## src/rtl/seq_signed_divider_pkg.sv

```systemverilog
// div_pkg: shared state encoding, default width and saturation constants for the signed divider.
package div_pkg;
    localparam int DIV_W = 16;
    localparam logic [DIV_W-1:0] QMAX = {1'b0, {(DIV_W-1){1'b1}}};
    localparam logic [DIV_W-1:0] QMIN = {1'b1, {(DIV_W-1){1'b0}}};
    typedef enum logic [2:0] {IDLE, PREP, ITER, FIX, DONE} state_t;
endpackage

```

## src/rtl/seq_signed_divider_if.sv

```systemverilog
// seq_signed_divider_if: operand/result valid-ready bundle between a requester and the divider.
interface seq_signed_divider_if import div_pkg::*; #(parameter int W = DIV_W);
    logic           in_valid;
    logic           in_ready;
    logic [2*W-1:0] dividend;
    logic [W-1:0]   divisor;
    logic           out_valid;
    logic           out_ready;
    logic [W-1:0]   quotient;
    logic [W-1:0]   remainder;
    logic           err_div0;
    logic           err_ovf;
    logic           busy;
    modport master (
        output in_valid, dividend, divisor, out_ready,
        input  in_ready, out_valid, quotient, remainder, err_div0, err_ovf, busy
    );
    modport slave (
        input  in_valid, dividend, divisor, out_ready,
        output in_ready, out_valid, quotient, remainder, err_div0, err_ovf, busy
    );
endinterface

```

## src/rtl/seq_signed_divider_step.sv

```systemverilog
// div_step: one combinational restoring-division step on magnitudes.
module div_step import div_pkg::*; #(parameter int W = DIV_W) (
    input  logic [W-1:0] i_p,
    input  logic         i_bit,
    input  logic [W-1:0] i_dmag,
    output logic [W-1:0] o_p,
    output logic         o_qbit
);
    logic [W:0] w_sh;
    always_comb begin
        w_sh   = {i_p, i_bit};
        o_qbit = w_sh >= {1'b0, i_dmag};
        // i_p < i_dmag always, so the restored value fits back into W bits
        o_p    = W'(o_qbit ? w_sh - {1'b0, i_dmag} : w_sh);
    end
endmodule

```

## src/rtl/seq_signed_divider.sv

```systemverilog
// seq_signed_divider: 2W/W signed divider, radix-2 restoring on magnitudes with sign fix-up and saturating errors.
module seq_signed_divider import div_pkg::*; #(
    parameter int W     = DIV_W,
    parameter int CNT_W = $clog2(W) + 1
) (
    input logic                clk,
    input logic                rst_n,
    seq_signed_divider_if.slave bus
);
    localparam logic [W-1:0] L_QMAX = {1'b0, {(W-1){1'b1}}};
    localparam logic [W-1:0] L_QMIN = {1'b1, {(W-1){1'b0}}};

    state_t           r_state, w_next;
    logic [2*W-1:0]   r_dividend;
    logic [W-1:0]     r_divisor, r_dmag, r_nlo, r_p, r_q, r_quot, r_rem;
    logic             r_qneg, r_rneg, r_div0, r_ovf;
    logic [CNT_W-1:0] r_cnt;
    logic [2*W-1:0]   w_nmag;
    logic [W-1:0]     w_dmag, w_p;
    logic             w_qbit, w_div0, w_eovf, w_qneg, w_lovf;

    always_comb begin
        w_nmag = r_dividend[2*W-1] ? -r_dividend : r_dividend;
        w_dmag = r_divisor[W-1] ? -r_divisor : r_divisor;
        w_div0 = r_divisor == '0;
        w_eovf = !w_div0 && (w_nmag[2*W-1:W] >= w_dmag);
        w_qneg = r_dividend[2*W-1] ^ r_divisor[W-1];
        w_lovf = r_q > (r_qneg ? L_QMIN : L_QMAX);
    end

    // Upper dividend half seeds P; the early-overflow check guarantees it is below dmag
    div_step #(.W(W)) u_step (
        .i_p    (r_p),
        .i_bit  (r_nlo[W-1]),
        .i_dmag (r_dmag),
        .o_p    (w_p),
        .o_qbit (w_qbit)
    );

    always_ff @(posedge clk or negedge rst_n)
        if (!rst_n) r_state <= IDLE;
        else        r_state <= w_next;

    always_comb begin
        w_next = r_state;
        case (r_state)
            IDLE:    w_next = bus.in_valid ? PREP : IDLE;
            PREP:    w_next = (w_div0 || w_eovf) ? DONE : ITER;
            ITER:    w_next = (r_cnt == CNT_W'(W-1)) ? FIX : ITER;
            FIX:     w_next = DONE;
            DONE:    w_next = bus.out_ready ? IDLE : DONE;
            default: w_next = IDLE;
        endcase
    end

    always_comb begin
        bus.in_ready  = rst_n && r_state == IDLE;
        bus.busy      = r_state != IDLE;
        bus.out_valid = r_state == DONE;
        bus.quotient  = r_quot;
        bus.remainder = r_rem;
        bus.err_div0  = r_div0;
        bus.err_ovf   = r_ovf;
    end

    always_ff @(posedge clk or negedge rst_n)
        if (!rst_n) begin
            r_dividend <= '0;
            r_divisor  <= '0;
            r_dmag     <= '0;
            r_nlo      <= '0;
            r_p        <= '0;
            r_q        <= '0;
            r_qneg     <= 1'b0;
            r_rneg     <= 1'b0;
            r_cnt      <= '0;
            r_quot     <= '0;
            r_rem      <= '0;
            r_div0     <= 1'b0;
            r_ovf      <= 1'b0;
        end else begin
            case (r_state)
                IDLE: if (bus.in_valid) begin
                    r_dividend <= bus.dividend;
                    r_divisor  <= bus.divisor;
                end
                PREP: begin
                    r_p    <= w_nmag[2*W-1:W];
                    r_nlo  <= w_nmag[W-1:0];
                    r_dmag <= w_dmag;
                    r_qneg <= w_qneg;
                    r_rneg <= r_dividend[2*W-1];
                    r_cnt  <= '0;
                    r_div0 <= w_div0;
                    r_ovf  <= w_eovf;
                    r_rem  <= '0;
                    // Division by zero saturates toward the dividend's sign, zero counting positive
                    r_quot <= w_div0 ? (r_dividend[2*W-1] ? L_QMIN : L_QMAX) :
                              w_eovf ? (w_qneg ? L_QMIN : L_QMAX) : '0;
                end
                ITER: begin
                    r_p   <= w_p;
                    r_nlo <= r_nlo << 1;
                    r_q   <= {r_q[W-2:0], w_qbit};
                    r_cnt <= r_cnt + 1'b1;
                end
                FIX: begin
                    r_ovf  <= w_lovf;
                    r_quot <= w_lovf ? (r_qneg ? L_QMIN : L_QMAX) : (r_qneg ? -r_q : r_q);
                    r_rem  <= w_lovf ? '0 : (r_rneg ? -r_p : r_p);
                end
                default: ;
            endcase
        end
endmodule

```

## src/flat_wrapper.sv

```systemverilog
// flat-port wrapper written by rule: the top's interface ports become plain ports
module seq_signed_divider_flat import div_pkg::*;
#(
    parameter int W     = DIV_W,
    parameter int CNT_W = $clog2(W) + 1
)
  (clk, rst_n, bus_in_valid, bus_dividend, bus_divisor, bus_out_ready, bus_in_ready, bus_out_valid, bus_quotient, bus_remainder, bus_err_div0, bus_err_ovf, bus_busy);
  seq_signed_divider_if #(.W(W)) bus_i ();
  input logic clk;
  input logic rst_n;
  input wire logic [$bits(bus_i.in_valid)-1:0] bus_in_valid;
  input wire logic [$bits(bus_i.dividend)-1:0] bus_dividend;
  input wire logic [$bits(bus_i.divisor)-1:0] bus_divisor;
  input wire logic [$bits(bus_i.out_ready)-1:0] bus_out_ready;
  output wire logic [$bits(bus_i.in_ready)-1:0] bus_in_ready;
  output wire logic [$bits(bus_i.out_valid)-1:0] bus_out_valid;
  output wire logic [$bits(bus_i.quotient)-1:0] bus_quotient;
  output wire logic [$bits(bus_i.remainder)-1:0] bus_remainder;
  output wire logic [$bits(bus_i.err_div0)-1:0] bus_err_div0;
  output wire logic [$bits(bus_i.err_ovf)-1:0] bus_err_ovf;
  output wire logic [$bits(bus_i.busy)-1:0] bus_busy;
  assign bus_i.in_valid = bus_in_valid;
  assign bus_i.dividend = bus_dividend;
  assign bus_i.divisor = bus_divisor;
  assign bus_i.out_ready = bus_out_ready;
  assign bus_in_ready = bus_i.in_ready;
  assign bus_out_valid = bus_i.out_valid;
  assign bus_quotient = bus_i.quotient;
  assign bus_remainder = bus_i.remainder;
  assign bus_err_div0 = bus_i.err_div0;
  assign bus_err_ovf = bus_i.err_ovf;
  assign bus_busy = bus_i.busy;
  seq_signed_divider #(.W(W), .CNT_W(CNT_W)) u_core (.clk(clk), .rst_n(rst_n), .bus(bus_i));
endmodule
```

## config.mk

```make
export PLATFORM = sky130hd
export DESIGN_NAME = seq_signed_divider_flat
export DESIGN_NICKNAME = d
export VERILOG_FILES = /design/src/rtl/seq_signed_divider_pkg.sv /design/src/rtl/seq_signed_divider_if.sv /design/src/rtl/seq_signed_divider_step.sv /design/src/rtl/seq_signed_divider.sv /design/src/flat_wrapper.sv
export SDC_FILE = /design/constraint.sdc
export NUM_CORES = 1
export LEC_CHECK = 0
export BUFFER_PORTS_ARGS = -buffer_cell sky130_fd_sc_hd__buf_2
export CORE_MARGIN = 5
export CORE_UTILIZATION = 35
export DETAILED_ROUTE_END_ITERATION = 12
export MAX_ROUTING_LAYER = met4
export PLACE_DENSITY = 0.59
export SYNTH_ARGS = -nofsm -noshare
export SYNTH_HDL_FRONTEND = slang
export SYNTH_SLANG_ARGS = --single-unit
export TNS_END_PERCENT = 20
```

## constraint.sdc

```tcl
create_clock -name clk -period 5.3 [get_ports clk]
set_input_delay 0.795 -clock clk [delete_from_list [all_inputs] [get_ports clk]]
set_output_delay 0.795 -clock clk [all_outputs]
set_load 0.01 [all_outputs]
```

== Word level (Yosys, flattened, before mapping) ==
Cells that the tools add are included.

* Add/subtract/negate cells: 6
* Multiply operators: 0
* Divide/modulo/power cells: 0
* Order comparisons: 3
* Eq/ne operators: 5
* Shift operators: 0
* Mux-type cells: 23
* Bitwise operators: 1
* Reduce and logical (&&, ||, !) cells: 10

{| class="wikitable"
|+ Operators by type and width
! operator !! number
|-
| 2-to-1 mux 16 bit || 11
|-
| one-hot mux 16 bit (2 select lines) || 4
|-
| negation 16 bit || 3
|-
| 2-to-1 mux 32 bit || 1
|-
| negation 32 bit || 1
|-
| greater-or-equal comparator 17 x 16 -> 1 bit || 1
|-
| greater-or-equal comparator 16 bit || 1
|-
| greater-than comparator 16 bit || 1
|-
| logical NOT 16 bit || 1
|-
| subtractor 16 bit || 1
|-
| one-hot mux 3 bit (5 select lines) || 1
|-
| one-hot mux 5 bit (2 select lines) || 1
|-
| equality test 3 x 2 -> 1 bit (second input constant) || 2
|-
| 2-to-1 mux 3 bit || 2
|-
| adder 5 x 1 -> 5 bit (second input constant) || 1
|-
| equality test 5 x 4 -> 1 bit (second input constant) || 1
|-
| nonzero test 2 bit || 2
|-
| equality test 3 x 1 -> 1 bit (second input constant) || 1
|-
| equality test 3 bit (second input constant) || 1
|-
| logical NOT 3 bit || 1
|-
| nonzero test 3 bit || 1
|-
| logical AND 1 bit || 2
|-
| 2-to-1 mux 1 bit || 2
|-
| one-hot mux 1 bit (2 select lines) || 1
|-
| 4 further kinds || 4
|}

* Bits in registers: 156
* Bits in latches: 0
* Memory bits (writable): 0
* Bits in read-only memories: 0
* Bits of input ports: 52
* Output and inout port bits: 37
* Word-level logic and storage cells: 62
* Memories kept: 0

== Longest topological paths before layout ==
Gate-level depths: netlist of run 1.

* Word-level depth: 7
* Mapped depth: 15
* Gate-level depth less buffers: 14

== By module ==
A second synthesis of run 1 with hierarchy kept.

* Cells, all modules: 1015
* Area, all modules: 9596.7 um^2

{| class="wikitable"
|+ By module, submodules not included
! module !! instances !! cells each !! area each (um^2) !! sequential area each (um^2)
|-
| seq_signed_divider || 1 || 859 || 8431.8 || 3903.7
|-
| div_step || 1 || 156 || 1164.9 || 0.0
|}

== Worst setup path before layout of run 1 ==
OpenSTA, ideal clock, no wires.

* Path type: reg-to-reg
* Start: register u_core.r_dividend[11]
* End: register u_core.r_quot[10] (netlist: u_core.bus.quotient[10])
* Setup time: 146 ps
* Arrival time: 3886 ps
* Required time: 5154 ps
* Setup slack: 1268 ps
* Stages on the path, launching flop included: 15
* Path buffers: 1
* Clock period less this slack: 4032 ps
* Path through: dfrtp_1 or4_4 and4bb_2 nand3_4 o41ai_1 xnor2_1 ha_1 and3_1 a221oi_1 o221ai_1 a211oi_1 nor2_1 a21oi_1 clkbuf_1 o211ai_1

* Cells in the longest elaborated chain, start to end: 7

{| class="wikitable"
|+ Ends and longest elaborated chain
! element !! line !! text
|-
| start: declaration || seq_signed_divider.sv:14 || <nowiki>logic [2*W-1:0] r_dividend;</nowiki>
|-
| start signal: assignment || seq_signed_divider.sv:84 || <nowiki>r_dividend <= bus.dividend;</nowiki>
|-
| negation 32 bit || seq_signed_divider.sv:23 || <nowiki>w_nmag = r_dividend[2*W-1] ? -r_dividend : r_dividend;</nowiki>
|-
| 2-to-1 mux 32 bit || seq_signed_divider.sv:23 ||
|-
| greater-or-equal comparator 16 bit || seq_signed_divider.sv:26 || <nowiki>w_eovf = !w_div0 && (w_nmag[2*W-1:W] >= w_dmag);</nowiki>
|-
| logical AND 1 bit || seq_signed_divider.sv:26 ||
|-
| 2-to-1 mux 16 bit || seq_signed_divider.sv:99 || <nowiki>w_eovf ? (w_qneg ? L_QMIN : L_QMAX) : '0;</nowiki>
|-
| 2-to-1 mux 16 bit || seq_signed_divider.sv:98 || <nowiki>r_quot <= w_div0 ? (r_dividend[2*W-1] ? L_QMIN : L_QMAX) :</nowiki>
|-
| one-hot mux 16 bit (2 select lines) || seq_signed_divider.sv:82 || <nowiki>case (r_state)</nowiki>
|-
| end signal: assignment || seq_signed_divider.sv:98 ||
|-
| end signal: assignment || seq_signed_divider.sv:109 || <nowiki>r_quot <= w_lovf ? (r_qneg ? L_QMIN : L_QMAX) : (r_qneg ? -r_q : r_q);</nowiki>
|-
| end: declaration || seq_signed_divider.sv:15 || <nowiki>logic [W-1:0] r_divisor, r_dmag, r_nlo, r_p, r_q, r_quot, r_rem;</nowiki>
|}

Every way passes these cells.
A chain may end at the register's enable or synchronous reset.

== Worst setup path in the final report of run 1 ==
* Start: register u_core.r_dividend[11]
* End: register u_core.r_quot[8] (netlist: u_core.bus.quotient[8])

Same word-level chain as after synthesis.

==> results.json, run 1 <==
{
  "outcome": "finished, final reports clean",
  "tritoncts": "done",
  "r2r-start": "u_core.r_dividend[11]$_DFFE_PN0P_",
  "synth_sequential_area_ratio_pct": 42.3,
  "fin_crit_ns": 4.16,
  "cts-buffers-inserted": 17,
  "syn-instance-count": 968,
  "number_of_antenna_violations_at_the_first_check_in_global_routing": 0,
  "power_density_nw_per_um2": 735,
  "final_instance_area_um2": 10600,
  "final_net_count": 1149,
  "number_of_synthesized_flops_with_an_enable_pin": 0,
  "grt_pass1_vias": 7307,
  "die_area_um2": 29700,
  "floorplan.io_pins": 89,
  "synth_warn": 0,
  "initial_utilization_pct": 35.5,
  "leak_pwr_uw": 0.00481,
  "setup_tns_ns": 0,
  "cts-htree-levels": 4,
  "dominantRegCellSynth": "dfrtp_1",
  "crit_path_end_kind": "flop",
  "detailedPlacementHpwl_um": 17400,
  "ant_nets": 0,
  "avgViaCountPerCell": 5.29,
  "groute.usage.overall_pct": 16.8,
  "avgSynthCellArea_um2": 9.54,
  "setup-violations-final": 0,
  "syn_nets": 1075,
  "clockRootBuffer": "clkbuf_16",
  "maximum_number_of_pins_on_one_net_before_global_route_repair": 61,
  "synth.distinct_cells": 62,
  "cell_area_after_synthesis_um2": 9230,
  "ys_ff_latch": 156,
  "rrSetupSlack_ns": 1.14,
  "synthDominantCellAreaShare_pct": 42.3,
  "max-vdd-ir-drop_v": 0.000362,
  "fin_util_pct": 40.9,
  "routed_wirelength_um": 23400,
  "die_width_um": 172,
  "final_worst_path_period_share_pct": 78.5,
  "hold_path_class": "in2async",
  "post-route-drc-count": 0,
  "num_vias": 7358,
  "row_count": 59,
  "cts_repair_resize_count": 0,
  "floorplan.core_area_um2": 26000,
  "worst_r2r_endpoint": "u_core.bus.quotient[8]$_DFFE_PN0P_",
  "yosysTopAreaCell": "dfrtp_1",
  "antenna_cells_inserted": 0,
  "synth_async_sr_flop_share_pct": 100,
  "worstSkewPairLatency_ns": 0.43,
  "timing.critical_path.arrival_ns": 4.43,
  "unrepaired_setup_endpoints_after_global_routing": "no",
  "final_hold_fails": 0,
  "drt-wirelength-per-cell_um": 16.9,
  "share_of_final_layout_standard_cells_stronger_than_drive_strength_1_pct": 18.6,
  "critPathLaunchType": "flop",
  "grt_remaining_overflow": 0,
  "cts_buffer_depth": 2,
  "highest_fanout_seen_on_the_critical_path": 14,
  "cts.sink_count": 156,
  "postCtsHoldBufs": 0,
  "place.port_buffers": 88,
  "drt-initial-drc-count": 548,
  "max_freq_ghz": 0.240,
  "max_slew.worst_pin.slew_ns": 1.19,
  "drt-pass1-iter-count": 5,
  "clk_pin_slew_ns": 0.07,
  "maxCapViolCount": 0,
  "grt_pass1_wl_um": 38600,
  "post-place-cells": 1358,
  "routability_congestion": 0.840,
  "synthToLayoutAreaGrowth_pct": 15.0,
  "crit_type": "reg2reg",
  "synthTopCellsByArea": "dfrtp_1 42%, ha_1 7.3%, nand2_1 5.6%",
  "cts_setup_buffers": 0,
  "fin_cells": 1390,
  "report.final.slew_viol_count": 0,
  "timing.reg2reg.worst_path_depth": 15,
  "final.setup_skew_ns": 0.00923,
  "vertical_extent_of_the_die_um": 172,
  "worst-endpoint-required_ns": 5.57,
  "maxSlewHeadroom_pct": 20.9,
  "detailed_place.area_um2": 10000
}
[logic make-up (layout without fill, tap and decap cells)]
logic type	count (synthesis)	in the layout	synth area share, %
compound gates	259	259	18.2
xor+xnor	81	81	7.68
fa+ha+maj	55	55	7.53
buf+inv	77	164	3.14
flops	156	156	42.3
mux	52	52	6.23
simple gates	288	288	14.9
[routing by layer]
layer / vias to the layer above / global-route usage, % / part of all wire [%]
li1: 3652 / - / -
met1: 3508 / 24.8 / 51
met2: 182 / 23.8 / 42
met3: 16 / 3.34 / 5.9
met4: 0 / 3.42 / 0.86
met5: - / - / 0
[report_power, final]
part | internal, µW | total (µW) | leakage (µW) | switching (µW)
Clock | 715 | 1240 | 0.000285 | 520
Combinational | 1820 | 4170 | 0.00260 | 2350
Sequential | 1730 | 2400 | 0.00193 | 678
Total | 4260 | 7810 | 0.00481 | 3550
[how the worst max path moves through the flow]
stage / depth (start not counted) / slack, ns / to / from
floorplan: 14 / 1.27 / u_core.bus.quotient[10]$_DFFE_PN0P_ / u_core.r_dividend[11]$_DFFE_PN0P_
global placement: 15 / 1.29 / u_core.bus.quotient[0]$_DFFE_PN0P_ / u_core.r_dividend[11]$_DFFE_PN0P_
detailed placement: 15 / 1.17 / u_core.bus.quotient[8]$_DFFE_PN0P_ / u_core.r_dividend[3]$_DFFE_PN0P_
CTS: 15 / 1.16 / u_core.bus.quotient[8]$_DFFE_PN0P_ / u_core.r_dividend[3]$_DFFE_PN0P_
global route: 15 / 0.76 / u_core.bus.quotient[4]$_DFFE_PN0P_ / u_core.r_dividend[3]$_DFFE_PN0P_
finish: 15 / 1.14 / u_core.bus.quotient[8]$_DFFE_PN0P_ / u_core.r_dividend[11]$_DFFE_PN0P_
[area by class of cell]
cell class              count  area (µm²)
well taps                 335         419
fillers                  2616       15400
flip-flops and latches    156        3900
multi-input cells         735        5050
inverters                  34         128
repair buffers             98         522
clock inverters            14         160
clock buffers              18         439
[state kept, by name, indices dropped and copies added (netlist names), 3 cells and up]
| signal | count |
|---|---|
| u_core.bus.quotient | 16 |
| u_core.bus.remainder | 16 |
| u_core.r_cnt | 5 |
| u_core.r_dividend | 32 |
| u_core.r_divisor | 16 |
| u_core.r_dmag | 16 |
| u_core.r_nlo | 16 |
| u_core.r_p | 16 |
| u_core.r_q | 16 |
| u_core.r_state | 3 |
[placed cells by master (no fill, tap or decap), types with 14 or more instances in the layout]
cell type,n
a21oi_1,56
a22oi_1,14
buf_2,87
clkbuf_16,17
dfrtp_1,156
ha_1,54
inv_1,34
mux2_2,44
nand2_1,138
nor2_1,50
nor3_1,17
o211ai_1,18
o21ai_0,57
o21ai_1,17
o31ai_1,26
xnor2_1,28
xor2_1,53
[through the flow]
step | hold WS (ns) | total power (µW) | setup WS, ns
2_1_floorplan | 0.437 | 5340 | 1.27
3_3_place_gp | 0.458 | 6500 | 1.29
3_5_place_dp | 0.465 | 6570 | 1.17
4_1_cts | 0.324 | 7840 | 1.16
5_1_grt | 0.343 | 8520 | 0.757
6_report | 0.308 | 7810 | 1.14
[cell usage after synthesis (4+ instances only)]
cell type	instances
buf_1	5
xor2_1	53
nor3_1	17
and3_1	5
dfrtp_1	156
or4_1	5
a211oi_1	5
mux2i_1	8
nor2_1	52
o31ai_1	26
inv_1	34
o22ai_1	6
a221o_1	5
clkbuf_1	37
and2_1	4
o211ai_1	18
a221oi_1	5
a22oi_1	14
xnor2_1	28
nand2b_1	9
nand3_1	10
mux2_2	44
nand2_1	138
a21oi_1	56
nor2b_1	8
or3_1	9
ha_1	54
a21o_1	9
o21a_1	6
o21ai_1	17
o41ai_1	9
o21ai_0	57
nand4_1	9
o22a_1	5
[worst max-delay path, cell delays in order (launching register included)]
cell,delay (ns)
dfrtp_1,0.42
or4_4,0.56
and4bb_2,0.43
nand3_4,0.13
o41ai_1,0.35
xnor2_1,0.22
ha_1,0.28
and3_1,0.20
a221oi_1,0.28
o221ai_1,0.18
a211oi_1,0.25
buf_4,0.18
nor2_1,0.06
a21oi_1,0.13
buf_4,0.22
o211ai_1,0.11
No activity file was read; power rests on OpenSTA's default activity.
==> inputs of run 2 (changes only) <==
clock period = 4.1 ns   (was 5.3 ns; I/O delays follow)
==> run 2 against run 1 <==
  * Final area rose by 1.8%
  * Setup slack got worse by 1.0 ns
  * Non-clock buffer count rose by 14
  * Critical path type unchanged
  * Largest power group unchanged
==> results.json, run 2 (synthesized netlist as in run 1, its figures left out) <==
{
  "timing.reg2reg.worst_path_depth": 15,
  "critPathLaunchType": "flop",
  "number_of_antenna_violations_at_the_first_check_in_global_routing": 0,
  "antenna_cells_inserted": 0,
  "grt_remaining_overflow": 0,
  "maxCapViolCount": 0,
  "fin_crit_ns": 3.98,
  "groute.usage.overall_pct": 16.6,
  "layout.cells.most_common": "dfrtp_1",
  "worst-endpoint-required_ns": 4.36,
  "drt-wirelength-per-cell_um": 16.8,
  "vertical_extent_of_the_die_um": 172,
  "setup-violations-final": 0,
  "power_uw": 10300,
  "number_of_buffers_and_inverters_on_the_critical_path": 2,
  "final_worst_path_period_share_pct": 97.0,
  "avgViaCountPerCell": 5.34,
  "drt-initial-drc-count": 520,
  "clk_pin_slew_ns": 0.07,
  "hold_path_class": "in2async",
  "rrSetupSlack_ns": 0.12,
  "timing.critical_path.arrival_ns": 4.24,
  "detailedPlacementHpwl_um": 17400,
  "registers.top_by_ff_count": "u_core.r_dividend",
  "leak_pwr_uw": 0.00491,
  "setup_tns_ns": 0,
  "critical_path.max_stage_delay_ns": 0.54,
  "ant_nets": 0,
  "max_freq_ghz": 0.251,
  "worst_r2r_endpoint": "u_core.bus.quotient[2]$_DFFE_PN0P_",
  "synthToLayoutAreaGrowth_pct": 17.1,
  "r2r-start": "u_core.r_dividend[12]$_DFFE_PN0P_",
  "max_slew.worst_pin.slew_ns": 1.07,
  "initial_utilization_pct": 35.5,
  "post-route-drc-count": 0,
  "final.setup_skew_ns": 0.0120,
  "place.port_buffers": 88,
  "crit_path_end_kind": "flop",
  "grt_pass1_vias": 7191,
  "final_hold_fails": 0,
  "worst_hold_margin_ns": 0.119,
  "floorplan.core_area_um2": 26000,
  "power_density_nw_per_um2": 954,
  "cts-buffers-inserted": 17,
  "layout.cells.most_common_list": "156 x dfrtp_1, 138 x nand2_1, 87 x buf_2",
  "outcome": "finished, final reports clean",
  "die_width_um": 172,
  "grt_pass1_wl_um": 38200,
  "cts-htree-levels": 4,
  "layout.area.seq_um2": 3900,
  "die_area_um2": 29700,
  "worst_path_max_delay_cell": "or4_4",
  "share_of_final_layout_standard_cells_stronger_than_drive_strength_1_pct": 20.2,
  "floorplan.io_pins": 89,
  "routed_wirelength_um": 23600,
  "multi_input_comb_area_um2": 5120,
  "drt-pass1-iter-count": 5,
  "cts_buffer_depth": 2,
  "report.final.slew_viol_count": 0,
  "cts.sink_count": 156,
  "num_vias": 7502,
  "highest_fanout_seen_on_the_critical_path": 7,
  "fin_util_pct": 41.6,
  "timing.critical_path.max_delay_family": "simple AND/OR/NAND/NOR gates",
  "postCtsHoldBufs": 0,
  "max-vdd-ir-drop_v": 0.000426,
  "worstSkewPairLatency_ns": 0.43,
  "clockRootBuffer": "clkbuf_16",
  "crit_type": "reg2reg",
  "crit_path_cell_trace": "or4_4, and4bb_4, nand3_4, o41ai_2, xnor2_1, ha_1, and3_1, a221oi_1, o221ai_1, a211oi_2, buf_4, nor2_1, a21oi_2, buf_6, o211ai_1",
  "routability_congestion": 0.855,
  "largest_reg_flops": 32,
  "row_count": 59,
  "maxSlewHeadroom_pct": 28.7,
  "num-fill-cells": 2590,
  "final_net_count": 1163,
  "maximum_number_of_pins_on_one_net_before_global_route_repair": 109,
  "tritoncts": "done"
}
-- run 2: changes by cell type in the layout (fill, tap and decap cells not counted), moves of 2 or more --
cell,previous run,this run
buf_4,10,21
buf_6,1,3
clkbuf_1,0,2
clkinvlp_4,3,1
xnor2_1,28,26
xnor2_2,0,2
-- run 2: worst reg2reg max path: stages (launching register included) --
cell,delay [ns]
dfrtp_1,0.40
or4_4,0.54
and4bb_4,0.40
nand3_4,0.12
o41ai_2,0.29
xnor2_1,0.21
ha_1,0.27
and3_1,0.20
a221oi_1,0.26
o221ai_1,0.20
a211oi_2,0.24
buf_4,0.17
nor2_1,0.08
a21oi_2,0.20
buf_6,0.16
o211ai_1,0.09
-- run 2: stage by stage --
stage	worst slack [ns]	instance area, µm²	cells
floorplan	0.0681	9230	968
global placement	0.0553	10100	1369
detailed placement	0.0125	10100	1369
CTS	0.0258	10700	1401
global route	-0.0517	10800	1404
finish	0.124	10800	1404
-- run 2: cell type report --
cell class / instances / area share, %
multi-input combinational: 735 / 47.3
clock inverter: 11 / 1.24
tap: 335 / 3.88
sequential: 156 / 36.1
inverter: 34 / 1.18
clock buffer: 21 / 4.26
timing repair buffer: 112 / 5.98
-- run 2: what timing repair did --
item,in CTS,in global routing
hold endpoints to repair,0,0
setup buffers,0,2
gates resized for setup,1,17
gates cloned,0,1
endpoints found under the setup margin,3,14
pin swaps,0,6
-- run 2: routing by layer --
layer | GRT usage, % | wire length, µm | vias to the layer above
met1 | 25.2 | 12100 | 3601
met5 | - | 0 | -
met3 | 2.77 | 1250 | 18
li1 | - | - | 3684
met4 | 3.73 | 209 | 0
met2 | 23.0 | 10100 | 199
-- run 2: worst max-delay path by stage --
stage	from	end	slack, ns	depth (start not counted)
after floorplan	u_core.r_dividend[11]$_DFFE_PN0P_	u_core.bus.quotient[10]$_DFFE_PN0P_	0.07	14
after global placement	u_core.r_dividend[12]$_DFFE_PN0P_	u_core.bus.quotient[0]$_DFFE_PN0P_	0.06	15
after detailed placement	u_core.r_dividend[12]$_DFFE_PN0P_	u_core.bus.quotient[2]$_DFFE_PN0P_	0.01	15
after CTS	u_core.r_dividend[12]$_DFFE_PN0P_	u_core.bus.quotient[12]$_DFFE_PN0P_	0.03	15
after global routing	u_core.r_dividend[12]$_DFFE_PN0P_	u_core.bus.quotient[10]$_DFFE_PN0P_	-0.05	15
final	u_core.r_dividend[12]$_DFFE_PN0P_	u_core.bus.quotient[2]$_DFFE_PN0P_	0.12	15
-- run 2: power by group --
| part | total (µW) | switching [µW] | internal [µW] |
|---|---|---|---|
| logic | 5600 | 3120 | 2480 |
| registers | 3110 | 880 | 2230 |
| clock network | 1590 | 656 | 938 |
